--- src/rtl/vga_pkg.sv ---
// Shared scancodes, mode/command encodings and default 640x480 timing for vga_rect_gen.
package vga_pkg;
    localparam logic [7:0] KEY_UP    = 8'h75;
    localparam logic [7:0] KEY_DOWN  = 8'h72;
    localparam logic [7:0] KEY_LEFT  = 8'h6B;
    localparam logic [7:0] KEY_RIGHT = 8'h74;
    localparam logic [7:0] KEY_SPACE = 8'h29;

    localparam int DEF_H_VIS  = 640;
    localparam int DEF_H_FP   = 16;
    localparam int DEF_H_SYNC = 96;
    localparam int DEF_H_BP   = 48;
    localparam int DEF_V_VIS  = 480;
    localparam int DEF_V_FP   = 10;
    localparam int DEF_V_SYNC = 2;
    localparam int DEF_V_BP   = 33;

    typedef enum logic { MODE_RESIZE = 1'b0, MODE_MOVE = 1'b1 } mode_e;

    typedef enum logic [2:0] {
        CMD_NONE, CMD_UP, CMD_DOWN, CMD_LEFT, CMD_RIGHT, CMD_SPACE
    } cmd_e;

    function automatic cmd_e decode_key(input logic [7:0] code);
        cmd_e cmd;
        case (code)
            KEY_UP:    cmd = CMD_UP;
            KEY_DOWN:  cmd = CMD_DOWN;
            KEY_LEFT:  cmd = CMD_LEFT;
            KEY_RIGHT: cmd = CMD_RIGHT;
            KEY_SPACE: cmd = CMD_SPACE;
            default:   cmd = CMD_NONE;
        endcase
        return cmd;
    endfunction
endpackage

--- src/rtl/vga_timing.sv ---
// Raster counters with registered sync/de, the frame-boundary apply strobe and frame_start.
module vga_timing
    import vga_pkg::*;
#(
    parameter int   H_VIS    = DEF_H_VIS,
    parameter int   H_FP     = DEF_H_FP,
    parameter int   H_SYNC   = DEF_H_SYNC,
    parameter int   H_BP     = DEF_H_BP,
    parameter int   V_VIS    = DEF_V_VIS,
    parameter int   V_FP     = DEF_V_FP,
    parameter int   V_SYNC   = DEF_V_SYNC,
    parameter int   V_BP     = DEF_V_BP,
    parameter logic SYNC_POL = 1'b0,
    localparam int  H_TOT    = H_VIS + H_FP + H_SYNC + H_BP,
    localparam int  V_TOT    = V_VIS + V_FP + V_SYNC + V_BP,
    localparam int  HW       = $clog2(H_TOT),
    localparam int  VW       = $clog2(V_TOT)
) (
    input  logic          clk,
    input  logic          reset,
    output logic [HW-1:0] hpos,
    output logic [VW-1:0] vpos,
    output logic          visible,
    output logic          apply,
    output logic          hsync,
    output logic          vsync,
    output logic          de,
    output logic          frame_start
);
    logic [HW-1:0] hpos_q, hpos_d;
    logic [VW-1:0] vpos_q, vpos_d;
    logic hsync_q, hsync_d, vsync_q, vsync_d, de_q, de_d, frame_start_q, frame_start_d;
    logic h_act, v_act;

    always_comb begin
        hpos_d = hpos_q + HW'(1);
        vpos_d = vpos_q;
        if (hpos_q == HW'(H_TOT - 1)) begin
            hpos_d = '0;
            vpos_d = (vpos_q == VW'(V_TOT - 1)) ? '0 : vpos_q + VW'(1);
        end
        // one extra bit so a sync window ending exactly at the total still compares correctly
        h_act   = ({1'b0, hpos_q} >= (HW+1)'(H_VIS + H_FP)) &&
                  ({1'b0, hpos_q} <  (HW+1)'(H_VIS + H_FP + H_SYNC));
        v_act   = ({1'b0, vpos_q} >= (VW+1)'(V_VIS + V_FP)) &&
                  ({1'b0, vpos_q} <  (VW+1)'(V_VIS + V_FP + V_SYNC));
        visible = ({1'b0, hpos_q} < (HW+1)'(H_VIS)) && ({1'b0, vpos_q} < (VW+1)'(V_VIS));
        apply   = (hpos_q == HW'(H_TOT - 1)) && (vpos_q == VW'(V_VIS - 1));
        hsync_d = h_act ? SYNC_POL : ~SYNC_POL;
        vsync_d = v_act ? SYNC_POL : ~SYNC_POL;
        de_d    = visible;
        frame_start_d = (hpos_d == '0) && (vpos_d == '0);
    end

    always_ff @(posedge clk or negedge reset) begin
        if (!reset) begin
            hpos_q        <= '0;
            vpos_q        <= '0;
            hsync_q       <= ~SYNC_POL;
            vsync_q       <= ~SYNC_POL;
            de_q          <= 1'b0;
            frame_start_q <= 1'b0;
        end else begin
            hpos_q        <= hpos_d;
            vpos_q        <= vpos_d;
            hsync_q       <= hsync_d;
            vsync_q       <= vsync_d;
            de_q          <= de_d;
            frame_start_q <= frame_start_d;
        end
    end

    assign hpos        = hpos_q;
    assign vpos        = vpos_q;
    assign hsync       = hsync_q;
    assign vsync       = vsync_q;
    assign de          = de_q;
    assign frame_start = frame_start_q;
endmodule

--- src/rtl/vga_rect_gen.sv ---
// VGA timing plus a keyboard-driven overlay rectangle, updated only at the frame boundary.
// Define RECT_FILL_EN to paint the rectangle interior mid-scale instead of black.
module vga_rect_gen
    import vga_pkg::*;
#(
    parameter int   H_VIS    = DEF_H_VIS,
    parameter int   H_FP     = DEF_H_FP,
    parameter int   H_SYNC   = DEF_H_SYNC,
    parameter int   H_BP     = DEF_H_BP,
    parameter int   V_VIS    = DEF_V_VIS,
    parameter int   V_FP     = DEF_V_FP,
    parameter int   V_SYNC   = DEF_V_SYNC,
    parameter int   V_BP     = DEF_V_BP,
    parameter logic SYNC_POL = 1'b0,
    parameter int   CW       = 3,
    parameter int   BORDER   = 2,
    parameter int   STEP     = 4,
    parameter int   MIN_SZ   = 8,
    parameter int   INIT_L   = 312,
    parameter int   INIT_T   = 232,
    parameter int   INIT_W   = 16,
    parameter int   INIT_H   = 16,
    localparam int  HW       = $clog2(H_VIS + H_FP + H_SYNC + H_BP),
    localparam int  VW       = $clog2(V_VIS + V_FP + V_SYNC + V_BP)
) (
    input  logic          clk,
    input  logic          reset,
    input  logic          key_valid,
    input  logic [7:0]    key_code,
    output logic          hsync,
    output logic          vsync,
    output logic          de,
    output logic [CW-1:0] vr,
    output logic [CW-1:0] vg,
    output logic [CW-1:0] vb,
    output logic [HW-1:0] hpos,
    output logic [VW-1:0] vpos,
    output logic          mode,
    output logic          frame_start
);
    localparam logic [HW:0]   STEP_HX = (HW+1)'(STEP);
    localparam logic [VW:0]   STEP_VX = (VW+1)'(STEP);
    localparam logic [HW:0]   MIN_HX  = (HW+1)'(MIN_SZ + 2*STEP);
    localparam logic [VW:0]   MIN_VX  = (VW+1)'(MIN_SZ + 2*STEP);
    localparam logic [HW:0]   LIM_HX  = (HW+1)'(H_VIS);
    localparam logic [VW:0]   LIM_VX  = (VW+1)'(V_VIS);
    localparam logic [HW:0]   BRD_HX  = (HW+1)'(BORDER);
    localparam logic [VW:0]   BRD_VX  = (VW+1)'(BORDER);
    localparam logic [HW-1:0] STEP_H  = HW'(STEP);
    localparam logic [HW-1:0] STEP2_H = HW'(2*STEP);
    localparam logic [VW-1:0] STEP_V  = VW'(STEP);
    localparam logic [VW-1:0] STEP2_V = VW'(2*STEP);

    logic          visible, apply;
    logic [HW-1:0] l_q, l_d, w_q, w_d;
    logic [VW-1:0] t_q, t_d, h_q, h_d;
    mode_e         mode_q, mode_d;
    cmd_e          pend_q, pend_d, key_cmd;
    logic [CW-1:0] col_q, col_d;
    logic [HW:0]   l_x, w_x, x_x;
    logic [VW:0]   t_x, h_x, y_x;
    logic          in_rect, on_border;

    vga_timing #(
        .H_VIS(H_VIS), .H_FP(H_FP), .H_SYNC(H_SYNC), .H_BP(H_BP),
        .V_VIS(V_VIS), .V_FP(V_FP), .V_SYNC(V_SYNC), .V_BP(V_BP),
        .SYNC_POL(SYNC_POL)
    ) u_timing (
        .clk(clk), .reset(reset), .hpos(hpos), .vpos(vpos),
        .visible(visible), .apply(apply), .hsync(hsync), .vsync(vsync),
        .de(de), .frame_start(frame_start)
    );

    // widened copies: every bound check happens one bit up so nothing can wrap past it
    assign l_x = {1'b0, l_q};
    assign w_x = {1'b0, w_q};
    assign t_x = {1'b0, t_q};
    assign h_x = {1'b0, h_q};
    assign x_x = {1'b0, hpos};
    assign y_x = {1'b0, vpos};
    assign key_cmd = decode_key(key_code);

    always_comb begin
        l_d    = l_q;
        w_d    = w_q;
        t_d    = t_q;
        h_d    = h_q;
        mode_d = mode_q;
        pend_d = pend_q;
        if (apply) begin
            pend_d = CMD_NONE;
            case (pend_q)
                CMD_UP: begin
                    if (mode_q == MODE_MOVE) begin
                        if (t_x >= STEP_VX) t_d = t_q - STEP_V;
                    end else if (t_x >= STEP_VX && t_x + h_x + STEP_VX <= LIM_VX) begin
                        t_d = t_q - STEP_V;
                        h_d = h_q + STEP2_V;
                    end
                end
                CMD_DOWN: begin
                    if (mode_q == MODE_MOVE) begin
                        if (t_x + h_x + STEP_VX <= LIM_VX) t_d = t_q + STEP_V;
                    end else if (h_x >= MIN_VX) begin
                        t_d = t_q + STEP_V;
                        h_d = h_q - STEP2_V;
                    end
                end
                CMD_LEFT: begin
                    if (mode_q == MODE_MOVE) begin
                        if (l_x >= STEP_HX) l_d = l_q - STEP_H;
                    end else if (l_x >= STEP_HX && l_x + w_x + STEP_HX <= LIM_HX) begin
                        l_d = l_q - STEP_H;
                        w_d = w_q + STEP2_H;
                    end
                end
                CMD_RIGHT: begin
                    if (mode_q == MODE_MOVE) begin
                        if (l_x + w_x + STEP_HX <= LIM_HX) l_d = l_q + STEP_H;
                    end else if (w_x >= MIN_HX) begin
                        l_d = l_q + STEP_H;
                        w_d = w_q - STEP2_H;
                    end
                end
                CMD_SPACE: mode_d = (mode_q == MODE_MOVE) ? MODE_RESIZE : MODE_MOVE;
                default: ;
            endcase
        end
        // a key landing on the apply cycle survives as the next frame's command
        if (key_valid && key_cmd != CMD_NONE) pend_d = key_cmd;
    end

    always_comb begin
        in_rect   = (x_x >= l_x) && (x_x < l_x + w_x) && (y_x >= t_x) && (y_x < t_x + h_x);
        on_border = (x_x < l_x + BRD_HX) || (x_x + BRD_HX >= l_x + w_x) ||
                    (y_x < t_x + BRD_VX) || (y_x + BRD_VX >= t_x + h_x);
        col_d = '0;
        if (visible && in_rect) begin
            if (on_border) col_d = '1;
`ifdef RECT_FILL_EN
            else col_d[CW-1] = 1'b1;
`endif
        end
    end

    always_ff @(posedge clk or negedge reset) begin
        if (!reset) begin
            l_q    <= HW'(INIT_L);
            w_q    <= HW'(INIT_W);
            t_q    <= VW'(INIT_T);
            h_q    <= VW'(INIT_H);
            mode_q <= MODE_RESIZE;
            pend_q <= CMD_NONE;
            col_q  <= '0;
        end else begin
            l_q    <= l_d;
            w_q    <= w_d;
            t_q    <= t_d;
            h_q    <= h_d;
            mode_q <= mode_d;
            pend_q <= pend_d;
            col_q  <= col_d;
        end
    end

    assign vr   = col_q;
    assign vg   = col_q;
    assign vb   = col_q;
    assign mode = mode_q;
endmodule

--- config.mk ---
export PLATFORM = sky130hd
export DESIGN_NAME = vga_rect_gen
export DESIGN_NICKNAME = d
export VERILOG_FILES = /design/src/rtl/vga_pkg.sv /design/src/rtl/vga_timing.sv /design/src/rtl/vga_rect_gen.sv
export SDC_FILE = /design/constraint.sdc
export NUM_CORES = 1
export LEC_CHECK = 0
export BUFFER_PORTS_ARGS = -buffer_cell sky130_fd_sc_hd__buf_2
export CORE_UTILIZATION = 41
export CTS_CLUSTER_SIZE = 30
export DETAILED_ROUTE_END_ITERATION = 6
export PLACE_DENSITY = 0.64
export SLEW_MARGIN = 20
export SYNTH_ARGS = -nofsm -noshare
export SYNTH_HDL_FRONTEND = slang
export SYNTH_HIERARCHICAL = 1
export SYNTH_SLANG_ARGS = --single-unit
--- constraint.sdc ---
create_clock -name clk -period 4.1 [get_ports clk]
set_clock_uncertainty 0.05 [all_clocks]
set_input_delay 0.615 -clock clk [delete_from_list [all_inputs] [get_ports clk]]
set_output_delay 0.615 -clock clk [all_outputs]
set_load 0.05 [all_outputs]
# Yosys cells after proc, flatten, opt, wreduce, memory -nomap -nowiden
# Index checks and enable logic that the tools add are counted.
# totals
output_inout_bits,34
elab_cells,141
latchBits,0
n_memories,0
ramBits,0
mem_bits_ro,0
register_bits,71
inputBits,11
# op_classes
div,0
bitwise_logic,0
mul,0
n_eq_ne,29
reduce_logical,26
addsub,18
n_lt_le_gt_ge,20
n_shift,0
n_mux,35
# ops
cell,count
$mux W10,23
$pmux W10 S2,4
$add A10 B2 Y11 const B,4
$lt A10 B11 Y1,4
$eq A8 B7 Y1 const B,4
$ne A3 B3 Y1 const B,8
$reduce_and A6 Y1,4
$add A10 B10 Y11,2
$add A11 B3 Y11 const B,2
$ge A11 B11 Y1,2
$add A10 B1 Y10 const B,2
$add A10 B3 Y10 const B,2
$add A10 B4 Y10 const B,2
$eq A10 B10 Y1 const B,2
$ge A10 B10 Y1,2
$ge A10 B3 Y1 const B,2
$ge A10 B5 Y1 const B,2
$logic_not A10 Y1,2
$lt A10 B10 Y1 const B,2
$lt A10 B9 Y1 const B,2
$sub A10 B3 Y10 const B,2
$sub A10 B4 Y10 const B,2
$ne A2 B2 Y1 const B,8
$pmux W3 S5,1
other kinds (16),38

# Logic depth before layout (Yosys ltp)
# Gate-level depths: netlist (run 1).
# logic_depth
word_depth,7
mapped_depth,12
ltp_nobuf,12

# Cells and area by module
# Netlist (run 1), hierarchy kept.
# by_module_without_submodules
mod,cells_per_inst,area_each_um2,seq_area_each_um2,n_inst
vga_rect_gen,520,4473.0,888.4,1
vga_timing,155,1440.1,603.1,1

# Worst setup path before layout (run 1)
# No wires, ideal clock.
# synth_path
path_kind,flip-flop to flip-flop
start,"register u_timing.hpos_q[1], in the netlist u_timing/hpos[1]"
end,register w_q[5]
stages_incl_launch_ff,12
path_buffers,2
path_slack_ns,0.606
arrival_ns,3.320
setup_time_ns,0.125
required_time_ns,3.925
cell_sequence,dfrtp_1 > ha_1 > and4_1 > buf_6 > and4_4 > buf_6 > nand2_1 > nor4b_1 > o21a_1 > nand2_1 > nor2_2 > mux2_2
# synth_between
elab_chain_cells,3
# synth_lines
item,line,text
from (decl),vga_timing.sv:30,"logic [HW-1:0] hpos_q, hpos_d;"
from (signal assigned),vga_timing.sv:64,hpos_q <= hpos_d;
$eq A10 B10 Y1,vga_timing.sv:48,apply = (hpos_q == HW'(H_TOT - 1)) && (vpos_q == VW'(V_VIS - 1));
$logic_and A1 B1 Y1,vga_timing.sv:48,
via apply,vga_rect_gen.sv:54,"logic visible, apply;"
$reduce_and A6 Y1 (no source line),n/a,
to (signal assigned),vga_rect_gen.sv:149,w_q <= HW'(INIT_W);
to (signal assigned),vga_rect_gen.sv:157,w_q <= w_d;
to (decl),vga_rect_gen.sv:55,"logic [HW-1:0] l_q, l_d, w_q, w_d;"
# The timed path passes the listed nets, and every way through them passes these cells.
# A chain may end at the register's enable or synchronous reset.

# Worst setup path in the final report (run 1)
# layout_path
start,register w_q[3]
end,register l_q[7]
# layout_between
elab_chain_cells,6
elab_cells_between_ends,9
cone_classes,2 x add/sub; 2 x order compare; 3 x eq/ne; 2 x reduce/logical
# layout_lines
item,line,text
$add A10 B10 Y11,"vga_rect_gen.sv:112, vga_rect_gen.sv:119",
$add A11 B3 Y11,"vga_rect_gen.sv:112, vga_rect_gen.sv:119",
$le A11 B10 Y1,"vga_rect_gen.sv:112, vga_rect_gen.sv:119",
$logic_and A1 B1 Y1,vga_rect_gen.sv:112,end else if (l_x >= STEP_HX && l_x + w_x + STEP_HX <= LIM_HX) begin
$ne A3 B3 Y1 (no source line),n/a,
$reduce_and A6 Y1 (no source line) *,n/a,
to (signal assigned),vga_rect_gen.sv:148,l_q <= HW'(INIT_L);
to (signal assigned),vga_rect_gen.sv:156,l_q <= l_d;
to (decl),vga_rect_gen.sv:55,
# Every way passes the cells marked *; elsewhere a longest branch is shown, timed or not.

==> impl_metrics.py, run 1 <==
metrics = {
    "placement": {
        "dpl.hpwl_um": 10800,
        "routabilityCongestion": 0.879,
        "place_area_mm2": 0.00626,
        "port_buffers": 44,
    },
    "die": {
        "rows": 43,
        "core_area_mm2": 0.0140,
        "die_y_um": 122,
        "floorplan.initialDensity_pct": 42.3,
        "die_width_um": 122,
        "io_pins": 45,
        "die_area_mm2": 0.0149,
    },
    "critical_path": {
        "crit_family": "compound AO/OA/AOI/OAI gates",
        "start_kind": "register",
        "r2r-end": "l_q[7]",
        "critPathCaptureType": "register",
        "crit_path_max_incr_delay_ps": 520,
        "worstPathArrival_ps": 3790,
        "cp_num_cells": 10,
        "endpoint": "l_q[7]",
        "critPathBufInv": 0,
        "reg2reg_depth": 10,
        "critPathRequiredTime_ps": 4270,
        "cpMaxStageDelayCell": "or4_1",
        "r2r_slack_ps": 480,
        "crit_chain": "ha_1, fa_1, a211oi_1, nor2_1, or4_1, o41ai_1, a21oi_1, o22ai_2, o21ai_0, xnor2_1",
        "critPathLaunch": "w_q[3]",
        "crit_path_max_fanout": 9,
        "crit_type": "register to register",
        "r2r-start": "w_q[3]",
    },
    "routing": {
        "antenna_left": 0,
        "avgRoutedWirePerCell_um": 16.2,
        "drtIter0Drc": 271,
        "avgViaCountPerCell": 5.80,
        "drc": 0,
        "dr.pass1.iters": 5,
        "totalWireLength_um": 14500,
        "vias": 5207,
    },
    "clock_tree": {
        "clk_latency_ps": 340,
        "cts_tree": "yes",
        "post-cts-setup-buffers": 0,
        "clockBufferDepth": 2,
        "holdBufCountCts": 0,
        "cts_resized": 0,
        "clkSinkCount": 59,
        "root_buffer": "clkbuf_16",
        "htreeDepth": 3,
        "clkTransAtPathRegs_ps": 60,
        "cts_buffers": 9,
    },
    "layout": {
        "area_delta_synth_final_pct": 11.2,
        "n_fill_cell": 1359,
        "finalInstanceArea_mm2": 0.00658,
        "layout.nets": 815,
        "drive_above_1_share_pct": 14.5,
        "diodes": 0,
    },
    "synth": {
        "synthDistinctLibCells": 75,
        "syn_area_mm2": 0.00591,
        "yosysTopAreaCell": "dfrtp_1",
        "syn_nets": 777,
        "ys_seq_area_share_pct": 25.2,
        "yosysMostFrequentCell": "ha_1",
        "synth_edf_count": 0,
        "synth_warnings": 6,
        "synth_area_per_cell_um2": 8.76,
        "synthTopCellsByArea": "dfrtp_1 (20%), ha_1 (18%), xnor2_1 (7.0%)",
        "synth_cells": 675,
        "async_reset_ff_share_pct": 100,
        "synth_top_area_share_pct": 19.9,
        "ys_ff_latch": 59,
        "synth_ff_type": "dfrtp_1",
        "synthTopCellsByCount": "ha_1 (85), nand2_1 (50), dfrtp_1 (47), xnor2_1 (47), inv_1 (43)",
    },
    "status": {
        "outcome": "completed",
    },
    "global_routing": {
        "grt_pass1_wl_um": 24600,
        "overflow": 0,
        "grt_start_max_net_pins": 40,
        "grt_pass1_vias": 5109,
        "antenna_found_initial": 0,
        "grt_util_all_layers_pct": 20.9,
    },
    "sta": {
        "worst_pin_slew_ps": 926,
        "period_minus_slack_ps": 3620,
        "fin_setup_tns_ps": 0,
        "max_slew_margin_pct": 38.3,
        "final-hold-violation-count": 0,
        "fmax_ghz": 0.276,
        "finalSetupViolations": 0,
        "maxSlewViolCount": 0,
        "rsz0062_at_grt": "false",
        "hold_ws_ps": 368,
        "period_share_pct": 88.3,
    },
    "pwr": {
        "power_density_mw_per_mm2": 217,
        "leakage_nw": 3.10,
        "max-vdd-ir-drop_mv": 0.210,
    },
    "worst_hold_path": {
        "hp-class": "input pin to asynchronous set/reset pin",
    },
    "flow_run": {
        "max_cap_viol_count": 0,
    },
}
## per-layer routing
metal	up-vias	part of all wire (%)	global-route usage (%)
met5	-	0	0
met4	0	2.0	8.54
met3	27	4.7	3.75
met2	170	47	33.4
met1	2487	47	27.8
li1	2523	-	-
## metrics by stage
stage / setup WS, ps / power [W] / util, % / std cells
4_1_cts: 518 / 0.00144 / 47.0 / 898
3_3_place_gp: 648 / 0.000638 / 44.8 / 882
5_1_grt: 167 / 0.00148 / 47.0 / 898
2_1_floorplan: 606 / 0.000615 / - / 675
6_report: 481 / 0.00143 / 47.0 / 898
3_5_place_dp: 545 / 0.000640 / 44.8 / 882
## cells by family (layout without fill, tap and decap cells)
group	after synthesis	count (layout)	synth area share [%]
and+or+nand+nor	220	220	19.6
AOI/OAI and AO/OA	159	159	17.8
adders and majority gates	91	91	20.0
buffers and inverters	69	112	5.44
xor gates and xnor gates	62	62	9.18
DFF	59	59	25.2
muxes	15	15	2.75
## cell type report
class	count	area, um2	area share (%)
Clock buffer	13	270	4.11
Multi-Input combinational cell	547	4100	62.3
Inverter	44	165	2.51
Tap cell	180	225	3.42
Clock inverter	3	45.0	0.685
Timing Repair Buffer	52	280	4.26
Sequential cell	59	1490	22.7
## how the worst min path moves through the flow
stage | from | endpoint | cells after the start
after detailed placement | l_q[8] | l_q[8] | 1
after global routing | reset | h_q[6] | 1
final | reset | h_q[6] | 1
after global placement | l_q[8] | l_q[8] | 1
after CTS | reset | h_q[6] | 1
after floorplan | reset | h_q[3] | 0
## report_power, final
| part | internal (W) | total (W) | switching, W | leakage [nW] |
|---|---|---|---|---|
| combinational | 0.0000143 | 0.0000438 | 0.0000295 | 2.19 |
| clock | 0.000520 | 0.000797 | 0.000277 | 0.148 |
| sequential | 0.000584 | 0.000586 | 0.00000140 | 0.761 |
## sequential cells by signal, summed over array words and instances (netlist names)
| name | count |
|---|---|
| t_q | 8 |
| u_timing/frame_start | 1 |
| u_timing/vsync | 1 |
| u_timing/hpos | 10 |
| pend_q | 3 |
| u_timing/de | 1 |
| u_timing/hsync | 1 |
| h_q | 7 |
| vb | 1 |
| l_q | 8 |
| w_q | 7 |
| u_timing/vpos | 10 |
| mode | 1 |
## layout by cell type, fill, tap and decap left out, types with 12 or more instances in the layout
cell type  instances
inv_1             43
dfstp_2           12
nand3_1           36
xor2_1            15
a21o_1            20
buf_2             44
nor2_1            39
a31oi_1           12
ha_1              85
dfrtp_1           47
o21ai_0           34
xnor2_1           47
a21oi_1           39
nand2_1           50
nor3_1            20
Note: power is estimated with default switching activity, not from simulation.
==> run 2, diff against run 1 <==
clock period = 3.97 ns   (was 4.1 ns; I/O delays follow)
==> run 2 against run 1 <==
- setup slack worse by 74 ps
- routed wire length up 0.50%
- utilization about the same
- total power up 2.0%
- global-route usage down 0.33 points
- combinational power up 3%
- via count up 0.50%
- cell count up 0.22%
- largest power group unchanged
==> impl_metrics.py, run 2 (synthesis gave the netlist of run 1 again) <==
metrics = {
    "clock_tree": {
        "root_buffer": "clkbuf_16",
        "clockBufferDepth": 2,
        "cts_buffers": 9,
        "clkTransAtPathRegs_ps": 60,
        "clkSinkCount": 59,
        "cts_resized": 0,
        "cts_tree": "yes",
        "holdBufCountCts": 0,
        "post-cts-setup-buffers": 0,
        "clk_latency_ps": 340,
        "htreeDepth": 3,
    },
    "placement": {
        "port_buffers": 44,
        "routabilityCongestion": 0.889,
        "place_area_mm2": 0.00628,
        "dpl.cell_count": 884,
        "dpl.hpwl_um": 10900,
    },
    "critical_path": {
        "r2r_slack_ps": 410,
        "start_kind": "register",
        "crit_type": "register to register",
        "critPathCaptureType": "register",
        "critPathRequiredTime_ps": 4140,
        "crit_path_max_fanout": 9,
        "worstPathArrival_ps": 3740,
    },
    "sta": {
        "period_share_pct": 89.7,
        "maxSlewViolCount": 0,
        "fin_setup_tns_ps": 0,
        "final-hold-violation-count": 0,
        "period_minus_slack_ps": 3560,
        "hold_ws_ps": 297,
        "finalSetupViolations": 0,
        "worst_pin_slew_ps": 823,
        "max_slew_margin_pct": 45.1,
        "rsz0062_at_grt": "false",
        "fmax_ghz": 0.281,
    },
    "routing": {
        "avgViaCountPerCell": 5.81,
        "antenna_left": 0,
        "dr.pass1.iters": 5,
        "totalWireLength_um": 14600,
        "drtIter0Drc": 251,
        "vias": 5233,
        "avgRoutedWirePerCell_um": 16.2,
        "drc": 0,
    },
    "pwr": {
        "clkPwrFrac_pct": 55.4,
        "leakage_nw": 3.10,
        "p_seq_share_pct": 41.5,
        "max-vdd-ir-drop_mv": 0.266,
        "p_comb_share_pct": 3.1,
        "sw_frac_of_total_pct": 23.0,
        "p_switching_w": 0.000335,
        "power_density_mw_per_mm2": 221,
        "p_int_w": 0.00112,
    },
    "die": {
        "die_width_um": 122,
        "core_area_mm2": 0.0140,
        "die_y_um": 122,
        "floorplan.initialDensity_pct": 42.3,
        "io_pins": 45,
        "rows": 43,
        "die_area_mm2": 0.0149,
    },
    "layout": {
        "layout.nets": 817,
        "area_delta_synth_final_pct": 11.3,
        "regArea_mm2": 0.00149,
        "final_common_cell": "ha_1",
        "multi_input_area_mm2": 0.00410,
        "mostFrequentLayoutCells": "ha_1 (85), nand2_1 (50), xnor2_1 (47), dfrtp_1 (47), buf_2 (44)",
        "layoutNonFillerInstCount": 900,
        "drive_above_1_share_pct": 14.9,
        "n_fill_cell": 1365,
        "diodes": 0,
        "finalInstanceArea_mm2": 0.00658,
    },
    "status": {
        "outcome": "completed",
    },
    "global_routing": {
        "grt_start_max_net_pins": 38,
        "grt_pass1_vias": 5065,
        "overflow": 0,
        "grt_pass1_wl_um": 24100,
        "antenna_found_initial": 0,
        "grt_util_all_layers_pct": 20.6,
    },
    "flow_run": {
        "max_cap_viol_count": 0,
    },
    "worst_hold_path": {
        "hp-class": "input pin to asynchronous set/reset pin",
    },
}
## run 2: routing by layer
metal	vias up	track usage (%)	part of all wire (%)
met3	37	3.84	4.7
li1	2516	-	-
met2	180	33.5	46
met5	-	0	0
met4	0	9.22	2.6
met1	2500	26.5	46
## run 2: worst max-delay path, stage by stage (launching register included)
cell and delay, ps:
dfrtp_1 400, ha_1 230, fa_1 440, a211oi_1 300, nor2_1 120, or4_1 510
o41ai_1 420, a21oi_1 190, o22ai_2 420, o21ai_0 190, xnor2_1 160
## run 2: worst paths after layout
kind,from,end,cells after the start
max reg2reg,w_q[3],l_q[9],10
min,reset,h_q[6],1
max in group asynchronous,reset,u_timing/vsync,2
min reg2reg,h_q[9],h_q[9],1
max,w_q[3],l_q[9],10
min in group clk,h_q[9],h_q[9],1
## run 2: final cells by class
type | instances | area share [%]
multi-input cells | 547 | 62.3
flip-flops and latches | 59 | 22.7
repair buffers | 54 | 4.49
clock buffers | 10 | 3.63
well taps | 180 | 3.42
inverters | 44 | 2.51
clock inverters | 6 | 0.970
## run 2: power groups by stage
stage	Clock [W]	Sequential [W]	Combinational, W
final	0.000806	0.000605	0.0000450
after global routing	0.000844	0.000605	0.0000524
after CTS	0.000824	0.000604	0.0000459
after detailed placement	0	0.000615	0.0000456
after global placement	0	0.000615	0.0000446
after floorplan	0	0.000614	0.0000209
## run 2: through the flow
step,total power (W),worst slack (ps),util [%]
after detailed placement,0.000660,441,44.9
after floorplan,0.000635,476,-
after CTS,0.00147,422,47.0
after global placement,0.000659,516,44.9
final,0.00146,408,47.0
after global routing,0.00150,193,47.0
==> run 3, diff against run 2 <==
MAX_ROUTING_LAYER = met4   (was unset)
==> run 3 against run 2 <==
- clock power grew 4.7%
- highest routed layer unchanged
- cell count stayed put
- first-iteration DRC count down 1.2%
==> impl_metrics.py, run 3 (synthesis gave the netlist of run 1 again) <==
metrics = {
    "clock_tree": {
        "holdBufCountCts": 0,
        "cts_buffers": 9,
        "clk_latency_ps": 340,
        "cts_tree": "yes",
        "clkSinkCount": 59,
        "htreeDepth": 3,
        "clkTransAtPathRegs_ps": 60,
        "clockBufferDepth": 2,
        "root_buffer": "clkbuf_16",
    },
    "sta": {
        "worst_pin_slew_ps": 832,
        "fmax_ghz": 0.284,
        "final-hold-violation-count": 0,
        "maxSlewViolCount": 0,
        "max_slew_margin_pct": 44.5,
        "rsz0062_at_grt": "false",
        "period_share_pct": 88.8,
        "finalSetupViolations": 0,
        "period_minus_slack_ps": 3530,
        "fin_setup_tns_ps": 0,
        "hold_ws_ps": 315,
    },
    "routing": {
        "dr.pass1.iters": 4,
        "vias": 5206,
        "drc": 0,
        "avgViaCountPerCell": 5.78,
        "avgRoutedWirePerCell_um": 16.0,
        "antenna_left": 0,
        "drtIter0Drc": 248,
        "totalWireLength_um": 14400,
    },
    "worst_hold_path": {
        "hp-class": "input pin to asynchronous set/reset pin",
    },
    "die": {
        "die_width_um": 122,
        "core_area_mm2": 0.0140,
        "rows": 43,
        "die_y_um": 122,
        "floorplan.initialDensity_pct": 42.3,
        "die_area_mm2": 0.0149,
        "io_pins": 45,
    },
    "placement": {
        "place_area_mm2": 0.00628,
        "port_buffers": 44,
        "dpl.hpwl_um": 10700,
        "routabilityCongestion": 0.864,
    },
    "critical_path": {
        "worstPathArrival_ps": 3690,
        "critPathCaptureType": "register",
        "critPathRequiredTime_ps": 4140,
        "r2r_slack_ps": 440,
        "crit_type": "register to register",
        "start_kind": "register",
        "crit_path_max_fanout": 9,
        "r2r-start": "w_q[3]",
        "r2r-end": "l_q[9]",
        "reg2reg_depth": 10,
    },
    "global_routing": {
        "top_usage_layer": "met2",
        "grt_util_all_layers_pct": 21.0,
        "grt_pass1_vias": 5033,
        "grt_use_met3_pct": 2.86,
        "met1_usage_pct": 27.0,
        "grt_start_max_net_pins": 38,
        "grt_pass1_wl_um": 24300,
        "overflow": 0,
        "antenna_found_initial": 0,
        "use_met2_pct": 33.7,
    },
    "pwr": {
        "power_density_mw_per_mm2": 226,
        "max-vdd-ir-drop_mv": 0.133,
        "leakage_nw": 3.11,
        "power.total_w": 0.00149,
    },
    "layout": {
        "diodes": 0,
        "drive_above_1_share_pct": 14.9,
        "finalInstanceArea_mm2": 0.00660,
        "area_delta_synth_final_pct": 11.7,
        "final_common_cell": "ha_1",
        "layout.nets": 817,
        "mostFrequentLayoutCells": "ha_1 (85), nand2_1 (50), xnor2_1 (47), dfrtp_1 (47), buf_2 (44)",
    },
    "flow_run": {
        "max_cap_viol_count": 0,
    },
    "status": {
        "outcome": "completed",
    },
}
run 3: cell types whose count changed in the layout (fill, tap and decap cells not counted), sizes merged:
cell,before,now
bufinv,1,2
clkinv,3,4
clkinvlp,2,1
inv,44,43
run 3: final cells by class:
| class | count | area [um2] |
|---|---|---|
| Clock buffer | 10 | 229 |
| Fill cell | 1305 | 7390 |
| Tap cell | 180 | 225 |
| Multi-Input combinational cell | 547 | 4110 |
| Timing Repair Buffer | 54 | 295 |
| Clock inverter | 6 | 90.1 |
| Sequential cell | 59 | 1490 |
| Inverter | 44 | 165 |
run 3: per-stage QoR:
stage | cells | worst slack, ps | util, %
5_1_grt | 900 | 132 | 47.2
3_3_place_gp | 884 | 510 | 44.9
3_5_place_dp | 884 | 477 | 44.9
4_1_cts | 900 | 464 | 47.2
2_1_floorplan | 675 | 476 | -
6_report | 900 | 444 | 47.2
run 3: metal layers:
metal | part of all wire (%) | vias to the layer above
met5 | 0 | -
li1 | - | 2526
met3 | 4.9 | 24
met2 | 47 | 155
met4 | 1.9 | 0
met1 | 46 | 2501
run 3: power breakdown:
part	switching, W	total, W	internal [W]
registers	0.00000146	0.000605	0.000603
clock network	0.000294	0.000844	0.000550
logic	0.0000302	0.0000450	0.0000148
total	0.000326	0.00149	0.00117
run 3: worst max-delay path, cell delays in order, from the launching register on:
cell,delay (ps)
dfrtp_1,400
ha_1,230
fa_1,430
a211oi_1,320
nor2_1,130
or4_1,510
o41ai_1,390
a21oi_1,180
o22ai_2,410
o21ai_0,200
xnor2_1,160
run 3: timing repair:
action                                  in CTS  in global routing
gates resized for setup                      0                  1
endpoints found under the setup margin       0                  1
setup buffers                                0                  0
run 3: worst max-delay path by stage:
stage	cells past startpoint	from	to
finish	10	w_q[3]	l_q[9]
global route	12	w_q[3]	vb[1]
CTS	10	w_q[3]	l_q[9]
detailed placement	10	w_q[3]	l_q[7]
global placement	10	w_q[3]	l_q[9]
floorplan	11	u_timing/hpos[1]	w_q[5]
